$ cat config.mk
export PLATFORM = sky130hd
export DESIGN_NAME = alu_exec
export DESIGN_NICKNAME = d
export VERILOG_FILES = /design/src/rtl/alu_pkg.sv /design/src/rtl/alu_exec_seq_multiplier.sv /design/src/rtl/alu_exec.sv
export SDC_FILE = /design/constraint.sdc
export NUM_CORES = 1
export LEC_CHECK = 0
export CAP_MARGIN = 20
export CORE_ASPECT_RATIO = 1.5
export CORE_MARGIN = 3
export CORE_UTILIZATION = 40
export DETAILED_ROUTE_END_ITERATION = 10
export PLACE_DENSITY = 0.73
export REMOVE_ABC_BUFFERS = 1
export SYNTH_ARGS = -nofsm -noshare
export SYNTH_HDL_FRONTEND = slang
export SYNTH_SLANG_ARGS = --single-unit
$ cat constraint.sdc
create_clock -name clk_i -period 5.1 [get_ports clk_i]
set_input_delay 1.02 -clock clk_i [delete_from_list [all_inputs] [get_ports clk_i]]
set_output_delay 1.02 -clock clk_i [all_outputs]
set_load 0.02 [all_outputs]
$ cat src/rtl/alu_pkg.sv
// ---------------------------------------------------------------------------
// alu_pkg
// Shared definitions for the execute-stage ALU and the ALU control decoder:
// ALUCtrl op codes and the alu_exec FSM state encoding.
// ---------------------------------------------------------------------------
package alu_pkg;

    localparam logic [3:0] ALU_ADD   = 4'b0001;
    localparam logic [3:0] ALU_SUB   = 4'b0010;
    localparam logic [3:0] ALU_AND   = 4'b0011;
    localparam logic [3:0] ALU_OR    = 4'b0100;
    localparam logic [3:0] ALU_MUL   = 4'b0110;
    localparam logic [3:0] ALU_RELU  = 4'b0111;
    localparam logic [3:0] ALU_LRELU = 4'b1000;

    typedef enum logic [1:0] {
        ST_IDLE = 2'b00,
        ST_MUL  = 2'b01,
        ST_DONE = 2'b10
    } alu_state_e;

endpackage

$ cat src/rtl/alu_exec_seq_multiplier.sv
// ---------------------------------------------------------------------------
// seq_multiplier
// Iterative shift-add multiplier, one multiplier bit per step. Produces the
// low WIDTH bits of the product.
//
// Ports:
//   i_clk     clock, rising edge
//   i_rst_n   synchronous active-low reset (clears all datapath state)
//   i_start   load operands, clear accumulator and counter
//   i_step    perform one shift-add iteration
//   i_abort   discard in-flight state
//   i_a, i_b  multiplicand / multiplier
//   o_last    the iteration performed this cycle is the final one
//   o_result  accumulator value after this cycle's iteration
//
// Build option: ALU_MUL_EARLY_TERM_EN -- finish as soon as no set multiplier
// bits remain, instead of always running WIDTH iterations.
// ---------------------------------------------------------------------------
module seq_multiplier
    import alu_pkg::*;
#(
    parameter int WIDTH = 32
) (
    input  logic             i_clk,
    input  logic             i_rst_n,
    input  logic             i_start,
    input  logic             i_step,
    input  logic             i_abort,
    input  logic [WIDTH-1:0] i_a,
    input  logic [WIDTH-1:0] i_b,
    output logic             o_last,
    output logic [WIDTH-1:0] o_result
);

    localparam int             CW       = $clog2(WIDTH + 1);
    localparam logic [CW-1:0]  LAST_CNT = CW'(WIDTH - 1);

    logic [WIDTH-1:0] r_mcand;
    logic [WIDTH-1:0] r_mplier;
    logic [WIDTH-1:0] r_acc;
    logic [CW-1:0]    r_cnt;
    logic [WIDTH-1:0] w_acc_next;

    assign w_acc_next = r_acc + (r_mplier[0] ? r_mcand : '0);
    assign o_result   = w_acc_next;

`ifdef ALU_MUL_EARLY_TERM_EN
    // Once at most bit 0 of the multiplier remains, this step finishes the
    // product (a zero multiplier adds nothing and also ends here).
    assign o_last = (r_cnt == LAST_CNT) || (r_mplier[WIDTH-1:1] == '0);
`else
    assign o_last = (r_cnt == LAST_CNT);
`endif

    always_ff @(posedge i_clk) begin
        if (!i_rst_n || i_abort) begin
            r_mcand  <= '0;
            r_mplier <= '0;
            r_acc    <= '0;
            r_cnt    <= '0;
        end else if (i_start) begin
            r_mcand  <= i_a;
            r_mplier <= i_b;
            r_acc    <= '0;
            r_cnt    <= '0;
        end else if (i_step) begin
            r_acc    <= w_acc_next;
            r_mcand  <= r_mcand << 1;
            r_mplier <= r_mplier >> 1;
            r_cnt    <= r_cnt + 1'b1;
        end
    end

endmodule

$ cat src/rtl/alu_exec.sv
// ---------------------------------------------------------------------------
// alu_exec
// Execute-stage ALU. Single-cycle ops return a registered result the cycle
// after acceptance; MUL runs on seq_multiplier and stalls the pipeline.
//
//   state | meaning
//   IDLE  | ready, single-cycle ops issue back-to-back
//   MUL   | multiplier iterating, pipeline stalled
//   DONE  | product on data_o/valid_o, returns to IDLE
//
// Ports:
//   clk_i, rst_n_i       clock / synchronous active-low reset
//   valid_i, ALUCtrl_i   request and op code (unknown codes execute add)
//   data1_i, data2_i     operands A / B
//   flush_i              abort in-flight op, block acceptance
//   ready_o, stall_o     handshake / hazard-unit stall (combinational)
//   valid_o, data_o,     registered result pulse, result, result==0
//   zero_o
//
// Build option: ALU_MUL_EARLY_TERM_EN (see seq_multiplier).
// ---------------------------------------------------------------------------
module alu_exec
    import alu_pkg::*;
#(
    parameter int WIDTH       = 32,
    parameter int LEAKY_SHIFT = 3
) (
    input  logic             clk_i,
    input  logic             rst_n_i,
    input  logic             valid_i,
    input  logic [3:0]       ALUCtrl_i,
    input  logic [WIDTH-1:0] data1_i,
    input  logic [WIDTH-1:0] data2_i,
    input  logic             flush_i,
    output logic             ready_o,
    output logic             stall_o,
    output logic             valid_o,
    output logic [WIDTH-1:0] data_o,
    output logic             zero_o
);

    alu_state_e       r_state;
    logic             r_valid;
    logic [WIDTH-1:0] r_data;
    logic             r_zero;

    logic             w_accept;
    logic             w_is_mul;
    logic             w_mul_last;
    logic [WIDTH-1:0] w_mul_res;
    logic [WIDTH-1:0] w_leaky;
    logic [WIDTH-1:0] w_alu_res;

    assign ready_o  = (r_state == ST_IDLE);
    assign w_is_mul = (ALUCtrl_i == ALU_MUL);
    assign w_accept = valid_i & ready_o & ~flush_i;
    assign stall_o  = (ready_o & valid_i & w_is_mul & ~flush_i) | (r_state == ST_MUL);

    assign valid_o = r_valid;
    assign data_o  = r_data;
    assign zero_o  = r_zero;

    assign w_leaky = $signed(data1_i) >>> LEAKY_SHIFT;

    always_comb begin
        w_alu_res = data1_i + data2_i;
        case (ALUCtrl_i)
            ALU_SUB:   w_alu_res = data1_i - data2_i;
            ALU_AND:   w_alu_res = data1_i & data2_i;
            ALU_OR:    w_alu_res = data1_i | data2_i;
            ALU_RELU:  w_alu_res = data1_i[WIDTH-1] ? '0 : data1_i;
            ALU_LRELU: w_alu_res = data1_i[WIDTH-1] ? w_leaky : data1_i;
            default:   ;
        endcase
    end

    seq_multiplier #(
        .WIDTH (WIDTH)
    ) u_mul (
        .i_clk    (clk_i),
        .i_rst_n  (rst_n_i),
        .i_start  (w_accept & w_is_mul),
        .i_step   (r_state == ST_MUL),
        .i_abort  (flush_i),
        .i_a      (data1_i),
        .i_b      (data2_i),
        .o_last   (w_mul_last),
        .o_result (w_mul_res)
    );

    always_ff @(posedge clk_i) begin
        if (!rst_n_i) begin
            r_state <= ST_IDLE;
            r_valid <= 1'b0;
            r_data  <= '0;
            r_zero  <= 1'b0;
        end else begin
            r_valid <= 1'b0;
            case (r_state)
                ST_IDLE: begin
                    if (w_accept) begin
                        if (w_is_mul) begin
                            r_state <= ST_MUL;
                        end else begin
                            r_valid <= 1'b1;
                            r_data  <= w_alu_res;
                            r_zero  <= (w_alu_res == '0);
                        end
                    end
                end
                ST_MUL: begin
                    if (flush_i) begin
                        r_state <= ST_IDLE;
                    end else if (w_mul_last) begin
                        r_state <= ST_DONE;
                        r_valid <= 1'b1;
                        r_data  <= w_mul_res;
                        r_zero  <= (w_mul_res == '0);
                    end
                end
                ST_DONE: r_state <= ST_IDLE;
                default: r_state <= ST_IDLE;
            endcase
        end
    end

endmodule
==> qor.yml <==
routing:
  vias: 11700
  route.met3.wl_um: 1610
  drtIter0Drc: 911
  ant_nets: 0
  viasPerCell: 5.84
  highest_layer: "met4"
  met1_length_um: 15100
  wire_per_inst_um: 18.3
  drt_wl_total_um: 36500
  drtPass1Iterations: 6
  drc: 0
  wl_met2_um: 18400
sta:
  tightest_slew_ps: 897
  period_needed_ps: 4870
  timing.final.crit_share_pct: 95.5
  hold_viol: 0
  maxSlewHeadroom_pct: 40.0
  hold_slack_ps: 447
  setup_viol: 0
  fmax_mhz: 205
  clock-skew-final_ps: 9.32
  slew_violations: 0
run_status:
  status: "finished clean"
synth:
  syn_area_um2: 10700
  synth-seq-cells: 138
  yosysSeqAreaShare_pct: 25.8
  ys.warnings.count: 0
  syn_inst: 1437
  synth_area_leaders: "dfxtp_1 26%, nand2_1 8.6%, ha_1 7.7%, a21oi_1 7.0%, xnor2_1 4.3%"
  netlist_top_cells_count: "246 x nand2_1, 149 x a21oi_1, 138 x dfxtp_1"
  synth.top_cell.area_share_pct: 25.8
  synth_edf_count: 0
  synthMostInstantiatedCell: "nand2_1"
  yosysTopAreaCell: "dfxtp_1"
  async_reset_ff_share_pct: 0
  yosys_most_used_dff: "dfxtp_1"
  synth_cell_types: 81
  syn_area_per_cell_um2: 7.45
power_and_ir_drop:
  clockPowerShare_pct: 38.2
  peakVddDrop_mv: 0.248
  intPower_mw: 2.44
  p_switching_mw: 1.07
  switching_share_pct: 30.4
  power_density_nw_per_um2: 249
  p_comb_share_pct: 30.1
  seqPwrFrac_pct: 31.7
  leakage_nw: 5.74
layout:
  finish.utilization_pct: 54.2
  final_cells: 1996
  antennaDiodeCount: 0
  area_growth_pct: 32.0
  final_area_um2: 14100
  nFillCells: 2421
  multiInputGateArea_um2: 7770
  nets: 1791
  drive_gt1_share_pct: 17.4
  seqCellArea_um2: 2760
placement:
  gp_congestion: 0.911
  placed_cell_area_um2: 13100
  dp_hpwl_um: 27900
  dp_cells: 1958
  portBuffers: 107
clock_network:
  clkTransAtPathRegs_ps: 60
  cts_root_buf: "clkbuf_16"
  cts_tree: "done"
  clk_latency_ps: 440
  h-tree-depth: 4
  ctsHoldBuffers: 0
  clockBufferDepth: 2
  numCtsBuffers: 17
  cts.sinks: 138
worst_setup_path:
  max_stage_delay_ps: 420
  crit_path_end_kind: "flip-flop"
  cpMaxStageDelayCell: "or3_1"
  critical_path_arrival_ps: 5190
  crit_chain: "clkdlybuf4s50_1 > or3_1 > nor3_2 > nand3_4 > o31ai_4 > xor2_1 > ha_1 > buf_4 > a21o_1 > a21o_1 > a21o_1 > a211oi_2 > o31ai_4 > a41oi_4 > o21ai_1 > a31oi_1 > xnor2_1 > a21oi_2 > and4b_1 > a311o_1"
  cp_num_buf_inv: 2
  r2r_slack_ps: 840
  crit_family: "compound AO/OA/AOI/OAI gates"
  crit_required_ps: 5410
  worst_path_most_repeated_cell: "a21o_1"
  path_class: "in -> reg"
  crit_fanout: 4
  cp-start-kind: "primary input"
worst_hold_path:
  min_path_type: "reg -> reg"
die:
  dieArea_um2: 28800
  die_x_um: 140
  coreArea_um2: 26000
  die_h_um: 206
  initial_core_util_pct: 41.1
  num_rows: 72
  io_pins: 108
grt:
  grt_max_degree: 78
  overflow: 0
  antenna_found_initial: 0
  grt_pass1_vias: 11400
  grt_usage_pct: 24.5
  grt_pass1_wl_um: 57800
flow_run:
  maxCapViolCount: 0
[per-stage QoR]
stage,setup WS (ps),power [mW],setup TNS (ps)
finish,227,3.51,0
global route,-30.1,3.66,-51.3
CTS,17.5,3.47,0
detailed placement,-581,2.11,-4270
global placement,-422,2.10,-3070
floorplan,-2100,1.60,-38980
[cell type report]
type	count	area share [%]
multi-input combinational	1178	55.1
timing repair buffer	286	17.2
clock inverter	13	1.36
tap	333	2.95
inverter	30	0.798
clock buffer	18	3.11
sequential	138	19.6
[sequential cells by signal, summed over array words and instances (netlist names)]
name	cells
u_mul.r_mplier	32
zero_o	1
u_mul.r_acc	32
data_o	32
u_mul.r_cnt	6
r_state	2
u_mul.r_mcand	32
valid_o	1
[kinds of logic (layout without fill, tap and decap cells)]
kind of cell,after synthesis,in the layout,share of synthesized area (%)
simple gates,524,524,23.0
compound gates,490,490,30.6
flops,138,138,25.8
buf+inv,121,347,4.51
xor+xnor,91,91,7.45
fa+ha+maj,68,68,8.09
mux,5,5,0.491
[path summary, 6_finish.rpt]
check,startpoint,endpoint,depth (start not counted)
worst max-delay path,data2_i[13],zero_o,20
worst min-delay path,data_o[19],data_o[19],2
worst max register to register,u_mul.r_mcand[0],zero_o,16
worst min register to register,data_o[19],data_o[19],2
[worst min-delay path: stages (launching register included)]
cell and delay, ps:
dfxtp_1 310, nand2_1 50, a21boi_1 50
[per-layer routing]
metal	vias up	GRT usage, %
met5	-	0
met4	0	10.3
met3	85	3.43
met2	365	45.0
met1	5564	28.5
li1	5652	-
[power groups by stage]
| stage | registers [mW] | clock network, mW | logic [mW] |
|---|---|---|---|
| 6_report | 1.11 | 1.34 | 1.06 |
| 5_1_grt | 1.12 | 1.41 | 1.14 |
| 4_1_cts | 1.11 | 1.37 | 0.990 |
| 3_5_place_dp | 1.14 | 0 | 0.974 |
| 3_3_place_gp | 1.14 | 0 | 0.967 |
| 2_1_floorplan | 1.16 | 0 | 0.439 |
[timing repair]
| action | 4_1_cts | 5_1_grt |
|---|---|---|
| gates resized for setup | 10 | 58 |
| buffers inserted | 0 | 7 |
| pin swaps | 1 | 30 |
| endpoints found under the setup margin | 1 | 14 |
[cells in the final DEF, fill, tap and decap left out, types with 17 or more instances in the layout]
cell and count:
nand2_1 245, buf_4 178, dfxtp_1 138, a21oi_1 136, clkdlybuf4s50_1 105, nor2_1 93, ha_1 65, xnor2_1 53
a21o_1 47, o21ai_0 45, xor2_1 38, and2_1 35, a22oi_1 34, a311oi_1 32, inv_1 30, o21ai_1 27
nor2b_1 18, clkbuf_16 17
No activity file was read; power rests on OpenSTA's default activity.
